[config.mk]
export PLATFORM = sky130hd
export DESIGN_NAME = imm_ins_encoder
export DESIGN_NICKNAME = d
export VERILOG_FILES = /design/src/rtl/imm_ins_encoder_pkg.sv /design/src/rtl/imm_ins_encoder.sv
export SDC_FILE = /design/constraint.sdc
export NUM_CORES = 1
export LEC_CHECK = 0
export BUFFER_PORTS_ARGS = -buffer_cell sky130_fd_sc_hd__buf_4
export CORE_UTILIZATION = 45
export DETAILED_ROUTE_END_ITERATION = 16
export PLACE_DENSITY = 0.72
export SYNTH_ARGS = -nofsm -noshare
export SYNTH_HDL_FRONTEND = slang
export SYNTH_SLANG_ARGS = --single-unit
[constraint.sdc]
create_clock -name clk -period 2.32 [get_ports clk]
set_clock_uncertainty 0.05 [all_clocks]
set_input_delay 0.232 -clock clk [delete_from_list [all_inputs] [get_ports clk]]
set_output_delay 0.232 -clock clk [all_outputs]
set_load 0.1 [all_outputs]
[src/rtl/imm_ins_encoder_pkg.sv]
// Shared RV32I encoding constants, command/state enums and field packers
// used by the instruction-injection encoder and future assemblers.
package imm_ins_encoder_pkg;

    localparam logic [6:0] OP_LUI    = 7'b0110111;
    localparam logic [6:0] OP_IMM    = 7'b0010011;
    localparam logic [6:0] OP_LOAD   = 7'b0000011;
    localparam logic [6:0] OP_STORE  = 7'b0100011;
    localparam logic [6:0] OP_SYSTEM = 7'b1110011;

    localparam logic [2:0] F3_ADDI   = 3'b000;
    localparam logic [2:0] F3_LW     = 3'b010;
    localparam logic [2:0] F3_SW     = 3'b010;
    localparam logic [2:0] F3_CSRRWI = 3'b101;

    localparam logic [4:0] REG_X0 = 5'd0;

    typedef enum logic [1:0] {
        CMD_LI    = 2'd0,
        CMD_SW    = 2'd1,
        CMD_LW    = 2'd2,
        CMD_CSRWI = 2'd3
    } cmd_op_e;

    typedef enum logic [1:0] {
        ST_IDLE  = 2'd0,
        ST_EMIT1 = 2'd1,
        ST_EMIT2 = 2'd2
    } state_e;

    // Encoded result of one command: up to two words
    typedef struct packed {
        logic [31:0] w0;
        logic [31:0] w1;
        logic        two;
    } enc_seq_t;

    function automatic logic [31:0] enc_i(input logic [11:0] imm12,
                                          input logic [4:0]  rs1,
                                          input logic [2:0]  f3,
                                          input logic [4:0]  rd,
                                          input logic [6:0]  op);
        return {imm12, rs1, f3, rd, op};
    endfunction

    function automatic logic [31:0] enc_s(input logic [11:0] imm12,
                                          input logic [4:0]  rs2,
                                          input logic [4:0]  rs1,
                                          input logic [2:0]  f3,
                                          input logic [6:0]  op);
        return {imm12[11:5], rs2, rs1, f3, imm12[4:0], op};
    endfunction

    function automatic logic [31:0] enc_u(input logic [19:0] imm20,
                                          input logic [4:0]  rd,
                                          input logic [6:0]  op);
        return {imm20, rd, op};
    endfunction

endpackage

[src/rtl/imm_ins_encoder.sv]
// Turns high-level commands (LI/SW/LW/CSRWI) into RV32I instruction words
// on a valid/ready injection stream; LI may expand to LUI+ADDI.
module imm_ins_encoder
    import imm_ins_encoder_pkg::*;
#(
    parameter logic EN_SHORT_LI = 1'b1,
    parameter logic EN_LO_SKIP  = 1'b1
) (
    input  logic        clk,
    input  logic        rst,
    input  logic        cmd_valid,
    output logic        cmd_ready,
    input  logic [1:0]  cmd_op,
    input  logic [4:0]  cmd_rd,
    input  logic [4:0]  cmd_rs1,
    input  logic [4:0]  cmd_rs2,
    input  logic [11:0] cmd_csr,
    input  logic [31:0] cmd_imm,
    output logic        ins_valid,
    input  logic        ins_ready,
    output logic [31:0] ins,
    output logic        ins_last
);

    state_e      state_q, state_d;
    logic [31:0] ins_q, ins_d;
    logic [31:0] word2_q, word2_d;
    logic        last_q, last_d;
    logic        valid_q, valid_d;
    logic        ready_q, ready_d;

    enc_seq_t    seq;
    logic [11:0] li_lo;
    logic [19:0] li_hi;
    logic        li_short;

    // LUI upper part absorbs the sign of the ADDI low part, wrapping mod 2^20
    assign li_lo    = cmd_imm[11:0];
    assign li_hi    = cmd_imm[31:12] + {19'd0, cmd_imm[11]};
    assign li_short = EN_SHORT_LI && ({{20{li_lo[11]}}, li_lo} == cmd_imm);

    always_comb begin
        seq = '0;
        case (cmd_op_e'(cmd_op))
            CMD_LI: begin
                if (li_short) begin
                    seq.w0 = enc_i(li_lo, REG_X0, F3_ADDI, cmd_rd, OP_IMM);
                end else begin
                    seq.w0  = enc_u(li_hi, cmd_rd, OP_LUI);
                    seq.w1  = enc_i(li_lo, cmd_rd, F3_ADDI, cmd_rd, OP_IMM);
                    seq.two = !(EN_LO_SKIP && (li_lo == 12'd0));
                end
            end
            CMD_SW:
                seq.w0 = enc_s(cmd_imm[11:0], cmd_rs2, cmd_rs1, F3_SW, OP_STORE);
            CMD_LW:
                seq.w0 = enc_i(cmd_imm[11:0], cmd_rs1, F3_LW, cmd_rd, OP_LOAD);
            CMD_CSRWI:
                seq.w0 = enc_i(cmd_csr, cmd_imm[4:0], F3_CSRRWI, REG_X0, OP_SYSTEM);
            default: seq = '0;
        endcase
    end

    always_comb begin
        state_d = state_q;
        ins_d   = ins_q;
        word2_d = word2_q;
        last_d  = last_q;
        valid_d = valid_q;
        ready_d = ready_q;
        case (state_q)
            ST_IDLE: begin
                if (cmd_valid) begin
                    state_d = ST_EMIT1;
                    ins_d   = seq.w0;
                    word2_d = seq.w1;
                    last_d  = !seq.two;
                    valid_d = 1'b1;
                    ready_d = 1'b0;
                end
            end
            ST_EMIT1: begin
                if (ins_ready) begin
                    if (!last_q) begin
                        state_d = ST_EMIT2;
                        ins_d   = word2_q;
                        last_d  = 1'b1;
                    end else begin
                        state_d = ST_IDLE;
                        ins_d   = '0;
                        last_d  = 1'b0;
                        valid_d = 1'b0;
                        ready_d = 1'b1;
                    end
                end
            end
            ST_EMIT2: begin
                if (ins_ready) begin
                    state_d = ST_IDLE;
                    ins_d   = '0;
                    last_d  = 1'b0;
                    valid_d = 1'b0;
                    ready_d = 1'b1;
                end
            end
            default: begin
                state_d = ST_IDLE;
                ins_d   = '0;
                last_d  = 1'b0;
                valid_d = 1'b0;
                ready_d = 1'b1;
            end
        endcase
    end

    always_ff @(posedge clk or posedge rst) begin
        if (rst) begin
            state_q <= ST_IDLE;
            ins_q   <= '0;
            word2_q <= '0;
            last_q  <= 1'b0;
            valid_q <= 1'b0;
            ready_q <= 1'b1;
        end else begin
            state_q <= state_d;
            ins_q   <= ins_d;
            word2_q <= word2_d;
            last_q  <= last_d;
            valid_q <= valid_d;
            ready_q <= ready_d;
        end
    end

    assign cmd_ready = ready_q;
    assign ins_valid = valid_q;
    assign ins       = ins_q;
    assign ins_last  = last_q;

endmodule

Word level (Yosys, flattened, before mapping)
Cells that the tools add are included.

word-level totals
  register bits = 69
  bits of input ports = 65
  output and inout bits = 35

cells by class
  $add $sub $neg = 1
  equal/unequal tests = 10
  muxes and demuxes = 28
  reduce and logical (&&, ||, !) cells = 8

operator list
  kind                                            count
  2-to-1 mux 32 bit                               5
  one-hot mux 32 bit (4 select lines)             1
  one-hot mux 32 bit (3 select lines)             1
  2-to-1 mux 33 bit                               2
  adder 20 x 1 -> 20 bit                          1
  == test 20 bit                                  1
  logical NOT 12 bit                              1
  2-to-1 mux 1 bit                                11
  one-hot mux 1 bit (3 select lines)              3
  2-to-1 mux 2 bit                                4
  != test 2 bit (second input constant)           4
  == test 2 bit (second input constant)           3
  one-hot mux 2 bit (3 select lines)              1
  == test 2 x 1 -> 1 bit (second input constant)  2
  logical NOT 2 bit                               2
  AND reduction 4 bit                             1
  AND reduction 3 bit                             1
  logical NOT 1 bit                               2
  AND reduction 2 bit                             1

Logic depth before layout (Yosys ltp)
Gate-level depths: netlist of the first run.

  depth after elaboration = 7
  depth in mapped cells = 8
  depth with buffers taken out = 8

Worst setup path before layout of the first run
OpenSTA, ideal clock, no wires.

  kind = reg-to-reg
  start = register last_q, in the netlist ins_last
  end = register ins_q[27], in the netlist ins[27]
  data arrival time = 1.893 ns
  data required time = 2.132 ns
  path slack = 0.239 ns
  cell stages (with the launch flop) = 6
  period minus slack after synthesis = 2.081 ns
  cells stage by stage = dfrtp_1 -> nor3b_1 -> and2_1 -> clkbuf_1 -> a221oi_1 -> o21ai_0

on the way
  longest elaborated chain between the ends = 3

ends and longest elaborated chain
  element                              RTL line                RTL
  from (decl)                          imm_ins_encoder.sv:28   logic last_q, last_d;
  from (signal assigned)               imm_ins_encoder.sv:128  last_q <= last_d;
  2-to-1 mux 32 bit                    imm_ins_encoder.sv:84   if (!last_q) begin
  2-to-1 mux 32 bit                    imm_ins_encoder.sv:83   if (ins_ready) begin
  one-hot mux 32 bit (3 select lines)  imm_ins_encoder.sv:71   case (state_q)
  to (signal assigned)                 imm_ins_encoder.sv:126  ins_q <= ins_d;
  to (decl)                            imm_ins_encoder.sv:26   logic [31:0] ins_q, ins_d;

Every way passes these cells. The select of a mux whose other input is x is not followed.
A chain may end at the register's enable or synchronous reset.

Final worst setup path of the first run
  start = register state_q[0]
  end = register ins_q[25], in the netlist ins[25]

on the way
  longest elaborated chain between the ends = 3

ends and longest elaborated chain
  element                                         RTL line                RTL
  from (decl)                                     imm_ins_encoder.sv:25   state_e state_q, state_d;
  from (signal assigned)                          imm_ins_encoder.sv:125  state_q <= state_d;
  == test 2 x 1 -> 1 bit (tied with other cells)  imm_ins_encoder.sv:71
  != test 2 bit (no line)                         n/a
  AND reduction 3 bit (no line)                   n/a

Several ways; a longest one is shown, not always the timed one.

==> reports/qor.txt, run 1 <==
synth cell count leaders: dfrtp_1, nand2_1, a22o_1
H-tree lvl count: 2
NumNets Final: 522
Leak Pwr: 2.01 nW
Num CTS Buffers: 5
GP Congestion: 0.900
clk_lat worst skew: 310 ps
DRC Markers: 0
worst path required time: 2470 ps
kind of end point of the critical path: flop
dpl cell area: 4160 um^2
sequential area share after synthesis: 40.8%
vias in the first global route: 3046
Root Driver: clkbuf_8
Core Area: 6870 um^2
total track usage: 27.4%
slew margin rel.: 42.5%
max cap viols: 0
IO buf count: 98
CTS tree: done
Clock Path Buffers: 2
Synth area leader: dfrtp_1
Post-synth EDFFs: 0
grt met2 use: 43.0%
crit path launch type: flop
drt first pass iters: 5
CP Class: reg2reg
Worst-path clk slew: 110 ps
Max FO, Critical Path: 15
GR Util met3: 4.17%
Least-Margin Pin Slew: 862 ps
ys flop type: dfrtp_1
Data arrival, critical path: 2140 ps
crit path time final: 2000 ps
most common cell in the netlist: dfrtp_1
area delta synth->final: 31.0%
Hold Crit Class: in2async
fraction of layout cells with a size suffix above 1: 30.2%
Initial DRC Count: 270
Yosys warnings: 0
# setup viols final: 0
Pwr Density: 1370 nW/um^2
first-pass GRT wire length: 15700 um
hpwl dp: 7530 um
initial antenna violation count: 0
#FFs+latches synth: 53
Final Power: 5.83 mW
TNS Setup: 0 ps
Final Core Density: 62.0%
status: finished, final reports clean
global route overflow: 0
unrepaired setup endpoints after global routing: no
CTS Hold Buffers Added: 0
IO Count: 100
ant diodes: 0
GRT met1 Usage: 38.7%
largest net degree at the start of global routing: 54
post-synthesis async set-or-reset flop share: 100%
initial core utilization: 47.3%
WHS: 33.8 ps
Syn Inst Count: 350
Synth Net Count: 422
WL/cell: 18.3 um
Die Wd: 87.0 um
Setup Fix Bufs, Post-CTS: 0
clock sink total: 53
DRT Wirelength: 10000 um
die area: 7570 um^2
Yosys top cell area share: 40.0%
max-slew violation count: 0
DR vias: 3272
fmax: 0.501 GHz
DR vias/cell: 5.98
CTS resizes: 0
die height: 87.0 um
row count: 30
Routed Antenna Nets: 0
Synth Cell Area: 3250 um^2
Synth Area per Inst: 9.29 um^2
worst vdd ir: 0.951 mV
post-route clock period utilization: 86.0%
final hold vios: 0
post-route cell area: 4260 um^2
synth top area cells: dfrtp_1, a22o_1, a22oi_1
count of different cell masters after synthesis: 49
global route hottest layer: met2
==> cell type report <==
type	instances	area (um^2)
fill	643	2610
multi-input combinational	263	1780
sequential	53	1330
timing repair buffer	117	903
tap	96	120
clock buffer	5	68.8
inverter	10	37.5
clock inverter	3	26.3
==> worst paths after layout <==
kind	from	end	slack (ps)	depth (start not counted)
setup / recovery	state_q[0]$_DFFE_PP0P_	ins[25]$_DFFE_PP0P_	320	7
max in group asynchronous	rst	ins[12]$_DFFE_PP0P_	1710	3
hold reg to reg	ins[11]$_DFFE_PP0P_	ins[11]$_DFFE_PP0P_	440	2
hold / removal	rst	word2_q[24]$_DFFE_PP0P_	30	3
min in group clk	ins_ready	state_q[1]$_DFFE_PP0P_	90	3
setup reg to reg	state_q[0]$_DFFE_PP0P_	ins[25]$_DFFE_PP0P_	320	7
==> critical path: stages, from the launching register on <==
cell      delay [ps]
dfrtp_1          580
nand2b_1         120
o21a_1           130
o21ai_2          370
buf_4            290
nor3_1            90
a22oi_1          150
o21ai_1           90
==> kinds of logic (layout without fill, tap and decap cells) <==
group                    count (synthesis)  in the layout  synth area share (%)
AND/OR/NAND/NOR                        107            107                  15.9
AO/OA/AOI/OAI                          123            123                  28.7
adder cells (fa/ha/maj)                  7              7                  2.69
buffers and inverters                   34            135                  4.66
flip-flops                              53             53                  40.8
other                                    1              1                 0.115
XOR/XNOR                                17             17                  4.58
multiplexers                             8              8                  2.46
==> report_power, final <==
part | internal, mW | leakage (nW) | total [mW] | switching, mW
Clock | 0.221 | 0.0487 | 0.555 | 0.334
Sequential | 1.30 | 0.696 | 1.58 | 0.288
Combinational | 0.889 | 1.27 | 3.69 | 2.80
Total | 2.41 | 2.01 | 5.83 | 3.42
==> sequential cells by signal, indices dropped and copies added, names as in the netlist <==
| signal | cells |
|---|---|
| ins | 30 |
| cmd_ready | 1 |
| ins_last | 1 |
| state_q | 2 |
| word2_q | 18 |
| ins_valid | 1 |
==> layer usage <==
layer  share of wire, %  wire length [um]
met1                 45              4540
met2                 46              4620
met3                6.3               626
met4                2.2               219
met5                  0                 0
==> through the flow <==
stage               setup slack (ps)  cells
floorplan                        239    350
global placement                82.5    539
detailed placement              47.3    539
CTS                              328    547
global route                     136    547
finish                           324    547
==> cell usage in the layout (no fill, tap or decap), drive strengths merged, types with 3 or more instances in the layout <==
cell type	instances
clkbuf	5
nor3	9
or4	3
a22o	26
o31ai	3
a221o	8
nor4	9
xor2	9
xnor2	8
inv	11
nand3	10
buf	117
a221oi	10
dfrtp	52
nor2	22
mux2i	8
nand2	36
a21oi	12
a22oi	20
ha	7
nand4	7
o21ai	24
or2	3
a211oi	4
a21boi	3
Power figures use the tool's default switching activity.
==> inputs of run 2 (changes only) <==
- CORE_ASPECT_RATIO: unset -> 0.5
==> reports/qor.txt, run 2 (same netlist as run 1, synthesis figures left out) <==
TNS Setup: 0 ps (unchanged)
slew margin rel.: 45.3% (was 42.5%)
crit path time final: 2080 ps (was 2000 ps)
clk_lat worst skew: 290 ps (was 310 ps)
fraction of layout cells with a size suffix above 1: 30.0% (was 30.2%)
most frequent CP cell: ha_1
DRT Wirelength: 10600 um (was 10000 um)
GR Util met3: 5.70% (was 4.17%)
CTS Hold Buffers Added: 0 (unchanged)
IO buf count: 98 (unchanged)
initial antenna violation count: 0 (unchanged)
ant diodes: 0 (unchanged)
max FFs per register: 30 (unchanged)
max-slew violation count: 0 (unchanged)
row count: 21 (was 30)
global route hottest layer: met2 (unchanged)
NumNets Final: 521 (was 522)
first-pass GRT wire length: 16600 um (was 15700 um)
H-tree lvl count: 2 (unchanged)
DR vias/cell: 6.23 (was 5.98)
fmax: 0.480 GHz (was 0.501 GHz)
worst vdd ir: 0.814 mV (was 0.951 mV)
post-route clock period utilization: 89.7% (was 86.0%)
area delta synth->final: 31.8% (was 31.0%)
Least-Margin Pin Slew: 820 ps (was 862 ps)
CTS tree: done (unchanged)
grt met2 use: 43.3% (was 43.0%)
WL/cell: 19.6 um (was 18.3 um)
slowest CP cell: a221oi_1 (was dfrtp_1)
vias in the first global route: 3163 (was 3046)
total track usage: 28.5% (was 27.4%)
crit path launch type: input port (was flop)
Clock Path Buffers: 2 (unchanged)
Data arrival, critical path: 2270 ps (was 2140 ps)
max cap viols: 0 (unchanged)
Initial DRC Count: 373 (was 270)
Hold Crit Class: in2async (unchanged)
die area: 7590 um^2 (was 7570 um^2)
Max FO, Critical Path: 5 (was 15)
highest-count cells in the layout ignoring fill and taps: buf_4, dfrtp_1, nand2_1 (unchanged)
initial core utilization: 47.6% (was 47.3%)
drt first pass iters: 5 (unchanged)
GP Congestion: 0.927 (was 0.900)
Leak Pwr: 2.03 nW (was 2.01 nW)
unrepaired setup endpoints after global routing: no (unchanged)
Root Driver: clkbuf_16 (was clkbuf_8)
Worst-path clk slew: 70 ps (was 110 ps)
CP delay by family, top: compound AO/OA/AOI/OAI gates (unchanged)
Final Core Density: 62.7% (was 62.0%)
hpwl dp: 7980 um (was 7530 um)
CTS resizes: 0 (unchanged)
clock sink total: 53 (unchanged)
Setup Fix Bufs, Post-CTS: 0 (unchanged)
IO Count: 100 (unchanged)
Routed Antenna Nets: 0 (unchanged)
largest net degree at the start of global routing: 54 (unchanged)
status: finished, final reports clean (unchanged)
global route overflow: 0 (unchanged)
Core Area: 6830 um^2 (was 6870 um^2)
# fillers: 589 (was 643)
commonest non-fill, non-tap cell in the layout: buf_4 (unchanged)
DR vias: 3376 (was 3272)
Num CTS Buffers: 5 (unchanged)
Pwr Density: 1410 nW/um^2 (was 1370 nW/um^2)
final hold vios: 0 (unchanged)
worst path required time: 2500 ps (was 2470 ps)
# setup viols final: 0 (unchanged)
kind of end point of the critical path: flop (unchanged)
DRC Markers: 0 (unchanged)
GRT met1 Usage: 41.8% (was 38.7%)
worst path bufs/invs: 1 (unchanged)
worst stage delay on the critical path: 370 ps (was 580 ps)
CP Class: in2reg (was reg2reg)
die height: 62.1 um (was 87.0 um)
Die Wd: 122 um (was 87.0 um)
critical path, cell by cell: buf_4 -> ha_1 -> ha_1 -> nand4_1 -> nor3_1 -> xor2_1 -> mux2i_1 -> a221oi_1 -> a221o_1 (was nand2b_1 -> o21a_1 -> o21ai_2 -> buf_4 -> nor3_1 -> a22oi_1 -> o21ai_1)
-- run 2: changes by cell type in the layout (fill, tap and decap cells not counted) --
cell        previous run  this run
clkinv_2               0         1
clkbuf_16              0         5
clkinvlp_4             0         1
buf_12                 2         1
clkbuf_8               5         0
clkinv_4               2         0
-- run 2: power breakdown --
part | leakage [nW] | internal [mW] | switching [mW]
logic | 1.26 | 0.870 | 2.82
clock network | 0.0702 | 0.403 | 0.352
registers | 0.696 | 1.30 | 0.296
-- run 2: path summary, 6_finish.rpt --
kind | start | to | slack, ps | depth (start not counted)
worst max-delay path | cmd_imm[11] | ins[22]$_DFFE_PP0P_ | 240 | 9
worst min-delay path | rst | ins[20]$_DFFE_PP0P_ | 80 | 3
worst max register to register | state_q[1]$_DFFE_PP0P_ | word2_q[18]$_DFFE_PP0P_ | 290 | 4
worst min register to register | ins[2]$_DFFE_PP0P_ | ins[2]$_DFFE_PP0P_ | 430 | 2
max in group asynchronous | rst | ins[5]$_DFFE_PP0P_ | 1670 | 3
min in group clk | ins_ready | state_q[1]$_DFFE_PP0P_ | 110 | 3
-- run 2: cell type report --
type	instances	area [um^2]	share of cell area [%]
Tap cell	92	115	2.69
Multi-Input combinational cell	263	1780	41.4
Clock inverter	3	21.3	0.496
Clock buffer	5	125	2.92
Timing Repair Buffer	116	883	20.6
Sequential cell	53	1330	31.0
Inverter	10	37.5	0.876
-- run 2: through the flow --
stage | total power [mW] | setup WS [ps] | instance area (um^2) | hold WS (ps) | cells
floorplan | 4.35 | 239 | 3250 | 295 | 350
global placement | 5.22 | 140 | 4140 | 401 | 534
detailed placement | 5.28 | 3.98 | 4140 | 410 | 534
CTS | 6.02 | 312 | 4290 | 102 | 542
global route | 6.30 | 71.5 | 4290 | 125 | 542
finish | 6.04 | 238 | 4290 | 82.6 | 542
-- run 2: per-layer routing --
layer,vias to the layer above,share of wire (%)
met2,164,45
met1,1667,45
li1,1528,-
met3,17,8.4
met4,0,1.2
met5,-,0
-- run 2: worst register-to-register path, stage by stage, from the launching register on --
cell and delay, ps:
dfrtp_1 530, nor2_1 340, nand2_1 190, nor2_2 600
a22o_1 250
